--- src/rtl/alu8_pkg.sv ---
`default_nettype none
// ============================================================================
// Module      : alu8_pkg
// Description : Shared opcode enumeration and data width for the alu8 slice.
// Revision    : 1.0 - initial release
// ============================================================================
package alu8_pkg;

    localparam int DATA_W = 8;
    localparam int SEL_W  = 4;

    typedef enum logic [SEL_W-1:0] {
        OP_ADD  = 4'd0,
        OP_SUB  = 4'd1,
        OP_MUL  = 4'd2,
        OP_DIV  = 4'd3,
        OP_SHL  = 4'd4,
        OP_SHR  = 4'd5,
        OP_ROL  = 4'd6,
        OP_ROR  = 4'd7,
        OP_AND  = 4'd8,
        OP_OR   = 4'd9,
        OP_XOR  = 4'd10,
        OP_NOR  = 4'd11,
        OP_NAND = 4'd12,
        OP_XNOR = 4'd13,
        OP_GT   = 4'd14,
        OP_EQ   = 4'd15
    } opcode_t;

endpackage : alu8_pkg
`default_nettype wire

--- src/rtl/alu8_if.sv ---
`default_nettype none
// ============================================================================
// Module      : alu8_if
// Description : Operand/opcode bus and registered result/flag of the ALU.
// Revision    : 1.0 - initial release
// ============================================================================
interface alu8_if;
    import alu8_pkg::*;

    logic [DATA_W-1:0] a;
    logic [DATA_W-1:0] b;
    logic [SEL_W-1:0]  sel;
    logic [DATA_W-1:0] out;
    logic              Carryout;

    modport master (output a, b, sel, input  out, Carryout);
    modport slave  (input  a, b, sel, output out, Carryout);

endinterface : alu8_if
`default_nettype wire

--- src/rtl/alu8_core.sv ---
`default_nettype none
// ============================================================================
// Module      : alu8_core
// Description : Combinational 16-function datapath {carry,result} = f(a,b,sel).
//               ALU_DIV_EN builds the divider for opcode 3; otherwise 0/0.
// Revision    : 1.0 - initial release
// ============================================================================
module alu8_core
    import alu8_pkg::*;
(
    input  wire logic [DATA_W-1:0] i_a,
    input  wire logic [DATA_W-1:0] i_b,
    input  wire logic [SEL_W-1:0]  i_sel,
    output logic      [DATA_W-1:0] o_result,
    output logic                   o_carry
);

    logic [DATA_W:0]     w_sum;
    logic [DATA_W:0]     w_diff;
    logic [2*DATA_W-1:0] w_prod;

    assign w_sum  = {1'b0, i_a} + {1'b0, i_b};
    // Top bit of the widened difference is the borrow (a < b).
    assign w_diff = {1'b0, i_a} - {1'b0, i_b};
    assign w_prod = {{DATA_W{1'b0}}, i_a} * {{DATA_W{1'b0}}, i_b};

`ifdef ALU_DIV_EN
    logic [DATA_W-1:0] w_quot;
    assign w_quot = i_a / i_b;
`endif

    always_comb begin
        o_result = '0;
        o_carry  = 1'b0;
        case (opcode_t'(i_sel))
            OP_ADD:  begin o_result = w_sum[DATA_W-1:0];  o_carry = w_sum[DATA_W];  end
            OP_SUB:  begin o_result = w_diff[DATA_W-1:0]; o_carry = w_diff[DATA_W]; end
            OP_MUL:  begin
                o_result = w_prod[DATA_W-1:0];
                o_carry  = |w_prod[2*DATA_W-1:DATA_W];
            end
            OP_DIV:  begin
`ifdef ALU_DIV_EN
                if (i_b == '0) begin
                    o_result = '1;
                    o_carry  = 1'b1;
                end else begin
                    o_result = w_quot;
                end
`else
                o_result = '0;
`endif
            end
            OP_SHL:  begin o_result = {i_a[DATA_W-2:0], 1'b0}; o_carry = i_a[DATA_W-1]; end
            OP_SHR:  begin o_result = {1'b0, i_a[DATA_W-1:1]}; o_carry = i_a[0];        end
            OP_ROL:  o_result = {i_a[DATA_W-2:0], i_a[DATA_W-1]};
            OP_ROR:  o_result = {i_a[0], i_a[DATA_W-1:1]};
            OP_AND:  o_result = i_a & i_b;
            OP_OR:   o_result = i_a | i_b;
            OP_XOR:  o_result = i_a ^ i_b;
            OP_NOR:  o_result = ~(i_a | i_b);
            OP_NAND: o_result = ~(i_a & i_b);
            OP_XNOR: o_result = ~(i_a ^ i_b);
            OP_GT:   o_result = {{(DATA_W-1){1'b0}}, (i_a > i_b)};
            OP_EQ:   o_result = {{(DATA_W-1){1'b0}}, (i_a == i_b)};
            default: o_result = '0;
        endcase
    end

endmodule : alu8_core
`default_nettype wire

--- src/rtl/alu8_reg.sv ---
`default_nettype none
// ============================================================================
// Module      : alu8_reg
// Description : 8-bit ALU with one-cycle registered result and carry flag.
//               Optional divider enabled by defining ALU_DIV_EN.
// Revision    : 1.0 - initial release
// ============================================================================
module alu8_reg
    import alu8_pkg::*;
(
    input  wire logic clk,
    input  wire logic rst_n,
    alu8_if.slave     bus
);

    logic [DATA_W-1:0] w_result;
    logic              w_carry;
    logic [DATA_W-1:0] r_out;
    logic              r_carry;

    alu8_core u_core (
        .i_a      (bus.a),
        .i_b      (bus.b),
        .i_sel    (bus.sel),
        .o_result (w_result),
        .o_carry  (w_carry)
    );

    // Asynchronous clear drops any in-flight result.
    always_ff @(posedge clk or negedge rst_n) begin
        if (!rst_n) begin
            r_out   <= '0;
            r_carry <= 1'b0;
        end else begin
            r_out   <= w_result;
            r_carry <= w_carry;
        end
    end

    assign bus.out      = r_out;
    assign bus.Carryout = r_carry;

endmodule : alu8_reg
`default_nettype wire

--- src/flat_wrapper.sv ---
// flat-port wrapper written by rule: the top's interface ports become plain ports
module alu8_reg_flat import alu8_pkg::*;
  (clk, rst_n, bus_a, bus_b, bus_sel, bus_out, bus_Carryout);
  alu8_if bus_i ();
  input  wire logic clk;
  input  wire logic rst_n;
  input wire logic [$bits(bus_i.a)-1:0] bus_a;
  input wire logic [$bits(bus_i.b)-1:0] bus_b;
  input wire logic [$bits(bus_i.sel)-1:0] bus_sel;
  output wire logic [$bits(bus_i.out)-1:0] bus_out;
  output wire logic [$bits(bus_i.Carryout)-1:0] bus_Carryout;
  assign bus_i.a = bus_a;
  assign bus_i.b = bus_b;
  assign bus_i.sel = bus_sel;
  assign bus_out = bus_i.out;
  assign bus_Carryout = bus_i.Carryout;
  alu8_reg u_core (.clk(clk), .rst_n(rst_n), .bus(bus_i));
endmodule
--- config.mk ---
export PLATFORM = sky130hd
export DESIGN_NAME = alu8_reg_flat
export DESIGN_NICKNAME = d
export VERILOG_FILES = /design/src/rtl/alu8_pkg.sv /design/src/rtl/alu8_if.sv /design/src/rtl/alu8_core.sv /design/src/rtl/alu8_reg.sv /design/src/flat_wrapper.sv
export SDC_FILE = /design/constraint.sdc
export NUM_CORES = 1
export LEC_CHECK = 0
export ABC_AREA = 1
export ABC_CLOCK_PERIOD_IN_PS = 800
export CAP_MARGIN = 30
export CORE_MARGIN = 2
export CORE_UTILIZATION = 45
export CTS_CLUSTER_DIAMETER = 80
export DETAILED_ROUTE_END_ITERATION = 10
export PLACE_DENSITY = 0.67
export SETUP_SLACK_MARGIN = 0.15
export SYNTH_ARGS = -nofsm -noshare
export SYNTH_HDL_FRONTEND = slang
export SYNTH_SLANG_ARGS = --single-unit
--- constraint.sdc ---
create_clock -name clk -period 0.8 [get_ports clk]
set_input_delay 0.12 -clock clk [delete_from_list [all_inputs] [get_ports clk]]
set_output_delay 0.12 -clock clk [all_outputs]
set_load 0.03 [all_outputs]
======== Word-level counts from Yosys, hierarchy flattened ========
Index checks and enable logic that the tools add are counted.
storage, ports and cells
  bits in registers ....................... 9
  bits of input ports ..................... 22
operators by class
  reductions and logical operators ........ 2
  $lt $le $gt $ge ......................... 1
  mux-type cells .......................... 2
  multipliers ............................. 1
  bitwise gates (word level) .............. 6
  $add $sub $neg .......................... 2
  equal/unequal tests ..................... 16
operators with widths
  operator                                                                number
  8-bit one-hot mux with 16 select lines                                  1
  4-bit equality test (second input constant)                             8
  8-bit NOT                                                               3
  4-bit by 3-bit equality test with 1-bit output (second input constant)  4
  8-bit by 8-bit multiplier with 16-bit output                            1
  8-bit by 8-bit adder with 9-bit output                                  1
  8-bit by 8-bit subtractor with 9-bit output                             1
  8-bit bitwise AND                                                       1
  4-bit by 2-bit equality test with 1-bit output (second input constant)  2
  8-bit equality test                                                     1
  8-bit greater-than comparator                                           1
  8-bit OR                                                                1
  8-bit OR reduction                                                      1
  8-bit bitwise XOR                                                       1
  1-bit one-hot mux with 5 select lines                                   1
  4-bit by 1-bit equality test with 1-bit output (second input constant)  1
  4-bit logical NOT                                                       1

======== Depth between registers and ports, before layout ========
  word-level depth ........................ 3
  gate-level depth with buffers ........... 25
  mapped depth without buffers ............ 24

======== Modules after synthesis ========
Synthesis repeated with hierarchy kept, for this count alone.
second synthesis, totals
  cell total of the unflattened synthesis .. 654
  area, all modules ....................... 4202.8 sq um
modules (own cells, without submodules)
  module     area an instance (sq um)  cells an instance  instances
  alu8_core  3977.6                    645                1
  alu8_reg   225.2                     9                  1

======== Least setup slack after synthesis ========
Ideal clock, no wire load.
  path type ............................... input-to-reg
  from .................................... input port bus_a[0]
  to ...................................... register u_core.r_carry (netlist: u_core.bus.Carryout)
  stages on the path ...................... 21
  setup slack ............................. -3.038 ns
  path buffers ............................ 1
  library setup time ...................... 0.117 ns
  arrival ................................. 3.720 ns
  path through ............................ clkbuf_1 nand2_1 fa_1 fa_1 inv_1 fa_1 inv_1 fa_1 inv_1 ha_1 nand2_1 nor2_1 nand2_1 nand2_1 nand2_1 nand2_1 nand2_1 nor2_1 nand3_1 nand2_1 nand2_1
on the way
  word-level cells in the longest chain between the ends .. 3
  elaborated cells on any way between the ends .. 5
  classes of those cells .................. add/sub: 2; mul: 1; mux: 1; reduce/logical: 1
ends and longest elaborated chain
  item                                          line               text
  start: declaration                            flat_wrapper.sv:7  input wire logic [$bits(bus_i.a)-1:0] bus_a;
  8-bit by 8-bit multiplier with 16-bit output  alu8_core.sv:25    assign w_prod = {{DATA_W{1'b0}}, i_a} * {{DATA_W{1'b0}}, i_b};
  8-bit OR reduction                            alu8_core.sv:40    o_carry = |w_prod[2*DATA_W-1:DATA_W];
  1-bit one-hot mux with 5 select lines (*)     alu8_core.sv:35    case (opcode_t'(i_sel))
  named net u_core.u_core.o_carry               alu8_core.sv:15    output logic o_carry
  end signal: assignment                        alu8_reg.sv:36     r_carry <= w_carry;
  end: declaration                              alu8_reg.sv:19     logic r_carry;
The timed path passes the listed nets; every way through them passes the cells marked *.

======== Final worst setup path ========
  from .................................... input port bus_a[4]
  to ...................................... register u_core.r_carry (netlist: u_core.bus.Carryout)
Same word-level chain as after synthesis.

==> flow_results.org <==
** Floorplanning
- Row generation in the floorplan step produced 34 rows.
- For this configuration, the core starts out at a cell density of 46.6%.
- Width of the chip :: 99.0 um
- The floorplan step defined a core boundary enclosing 8720 um^2.
- Die footprint :: 9800 um^2
- Top-level port count :: 31
- Measured along the y axis, the die boundary spans 99.0 um.

** Routing
- Wires add up to 15300 um.
- Vias per cell :: 5.22
- The routed layout has 4865 vias.
- First-pass detailed-route iteration total :: 5
- For this run, design rule violations remaining after detail routing come to 0.
- Final antenna-violating net count :: 0
- Violation count after the first detailed-routing iteration :: 391
- Detailed-route wire length per cell :: 16.5 um

** Clock network
- Clock tree from TritonCTS :: done
- Hold repair after CTS inserted 0 buffers.
- The clock passes through at most 2 buffers.
- Root Buffer :: clkbuf_8
- Clock-pin slew on the worst setup and hold paths :: 60 ps
- Sink Count :: 9
- Number of CTS-inserted buffers :: 3
- CTS built an H-tree with a depth of 1.

** Global routing
- The number of antenna violations at the first check in global routing came to 0.
- Overflow left after global routing :: 0
- The number of global-route vias before repair is 4802.
- Pin count of the biggest net entering global routing :: 12
- Global-route wire length before repair :: 23600 um
- GRT Resource Usage Total :: 30.3%

** Yosys
- The number of nets handed over by synthesis was 762.
- During synthesis, Yosys emitted a total of 0 warnings.
- Number of instances in the synthesized netlist :: 642
- The mapped netlist covers 4060 um^2.
- Number of distinct library cell variants in the gate-level netlist after synthesis :: 38
- In this run, synthesis inferred 0 flip-flops with an integrated enable.
- Register bit total from synthesis :: 9
- Averaged over all synthesized cells, the footprint is 6.33 um^2.
- Among all flip-flop cells after synthesis, the most frequent one is dfrtp_1.
- Top cells by area in the synthesized netlist :: fa_1 (19%), ha_1 (18%), nand2_1 (16%), inv_1 (15%), dfrtp_1 (5.5%)
- Cell type with the highest aggregate area in the netlist :: fa_1
- Portion of synthesized cell area occupied by the leading cell type :: 18.7%
- In the synthesized netlist the async set-or-reset flop fraction comes to 100%.
- Sequential cell area fraction in the yosys report :: 5.54%

** Setup path
- Cell type of the slowest stage on the worst timing path :: fa_1
- In this design, the critical path's most frequently occurring cell is nand2_1.
- For this run, the slowest stage of the critical path takes 540 ps.
- In this run the worst path has a maximum fanout of 7.
- The setup path with the least slack is of type input pin to flip-flop.
- CP delay by family, top :: adder cells
- At the worst endpoint, the required time is 940 ps.
- Arrival time of the worst setup path :: 3700 ps
- Startpoint Class :: input pin
- The number of buffers and inverters on the critical path is 4.
- Sequence of cells on the critical path :: buf_6 -> ha_4 -> fa_1 -> inv_2 -> fa_1 -> fa_1 -> fa_1 -> inv_2 -> ha_4 -> nand2_1 -> nand2_2 -> nand2_1 -> nand2_1 -> inv_1 -> nand2_1 -> nand2_1 -> nand2_1 -> nand2_1 -> nor2_1 -> nand3_1 -> nand2_1 -> nand2_1
- STA classifies the critical path endpoint as a flip-flop.

** Layout
- The net count of the finished layout is 945.
- Share of post-route cells with drive strength above 1 :: 40.9%
- Number of diodes added for antenna fixing :: 0
- From synthesis to final layout, the design area changed by 61.6%.
- Number of fill cells :: 651
- Across the whole layout, storage elements account for 225 um^2.
- Summing all multi-input logic gate instances after layout gives 3770 um^2.

** Timing
- Period utilization :: 446%
- Setup repair after global routing could not meet its margin everywhere.
- Max Transition Viols Final :: 0
- For the pin with the worst max-slew slack, the measured transition is 346 ps.
- Rel. slew slack :: 76.7%
- Setup slack of the critical path after layout :: -2760 ps
- Setup violations remaining at the end of the flow were counted as 18.
- The routed design could run at a clock period as short as 3560 ps.
- The total count of hold-check failures in the final report was 0.
- Timing would allow up to 281 MHz.

** Power and ir drop
- Leakage power summed over all cells :: 0.00367 uW
- Worst voltage drop across the vdd grid :: 1550 uV
- Final Total Pwr :: 11300 uW
- PwrDens :: 1720 nW/um^2

** Hold path
- In this run the worst hold path is classified as input pin to asynchronous set/reset pin.

** Placed design
- Routability-driven placement finished with a final weighted congestion of 0.967.
- Detailed placement ended at an HPWL of 11700 um.
- Before CTS, the worst setup slack after placement is -3540 ps.
- Port buffering added 30 buffers.

** Outcome
- The final reports fail on setup timing.
- Run status :: finished with violations

** Job
- Max capacitance violation total :: 0
-- sequential cells by signal (all words and copies together) (netlist names) --
register and flops:
u_core.bus.out 8, u_core.bus.Carryout 1
-- report_power, final --
part,leakage (uW),internal (uW),switching [uW]
registers,0.000113,528,40.8
logic,0.00353,4580,5490
clock network,0.0000228,353,263
total,0.00367,5460,5790
-- logic make-up (layout without fill, tap and decap cells) --
group,after synthesis,in the layout,synth area share (%)
buf+inv,189,371,17.6
flops,9,9,5.54
compound gates,64,64,9.58
simple gates,275,275,28.6
xor+xnor,7,7,1.51
fa+ha+maj,98,98,37.2
-- layout make-up --
cell class | instances | share of cell area [%]
well taps | 108 | 2.06
repair buffers | 199 | 26.5
clock buffers | 4 | 0.686
multi-input cells | 444 | 57.5
inverters | 168 | 9.84
flip-flops and latches | 9 | 3.43
-- cells in the mapped netlist, types with 2 or more instances --
master,n
nor4_1,3
inv_2,5
o21ai_0,12
nand2_1,174
inv_1,163
fa_1,38
nand4_1,10
nand3_1,40
nor2_1,34
a31oi_1,2
o2111ai_1,2
o22ai_1,14
or2_2,2
a221oi_1,4
buf_2,3
nor3_1,3
ha_1,60
dfrtp_1,9
xnor2_1,2
a21oi_1,20
clkbuf_1,17
xor2_1,5
nor2_4,2
nand3b_1,4
-- per-stage QoR --
| stage | std cells | util (%) | hold WS (ps) | TNS (ps) | cell area (um^2) |
|---|---|---|---|---|---|
| 2_1_floorplan | 642 | - | -176 | -14910 | 4400 |
| 3_3_place_gp | 898 | 64.4 | 453 | -23940 | 5620 |
| 3_5_place_dp | 898 | 64.4 | 456 | -23980 | 5620 |
| 4_1_cts | 924 | 71.3 | 194 | -17620 | 6220 |
| 5_1_grt | 932 | 75.3 | 198 | -18720 | 6560 |
| 6_report | 932 | 75.3 | 187 | -17840 | 6560 |
-- metal layers --
layer / vias to the layer above / wire length, um / global-route usage, %
met1: 2323 / 6590 / 43.7
li1: 2335 / - / -
met5: - / 0 / 0
met4: 0 / 384 / 7.90
met2: 179 / 7360 / 49.3
met3: 28 / 1010 / 1.99
-- worst max path at each step --
stage,start,end,cells after the start
after detailed placement,bus_b[4],u_core.bus.Carryout,18
after global routing,bus_a[5],u_core.bus.Carryout,26
after global placement,bus_b[5],u_core.bus.Carryout,21
after CTS,bus_b[4],u_core.bus.Carryout,26
after floorplan,bus_a[5],u_core.bus.Carryout,25
final,bus_a[4],u_core.bus.Carryout,22
-- cell usage in the layout (no fill, tap or decap), drive strengths merged, types with 14 or more instances in the layout --
| cell type | Yosys | layout |
|---|---|---|
| inv | 168 | 168 |
| nor2 | 37 | 37 |
| ha | 60 | 60 |
| buf | 3 | 191 |
| a21oi | 20 | 20 |
| fa | 38 | 38 |
| nand3 | 40 | 40 |
| o22ai | 14 | 14 |
| o21ai | 14 | 14 |
| nand2 | 175 | 175 |
-- what timing repair did --
| item | in CTS | in global routing |
|---|---|---|
| gates cloned | 0 | 0 |
| buffers inserted | 22 | 8 |
| gates resized for setup | 189 | 75 |
| setup endpoints to repair | 18 | 18 |
| pin swaps | 67 | 59 |
Note: power is estimated with default switching activity, not from simulation.
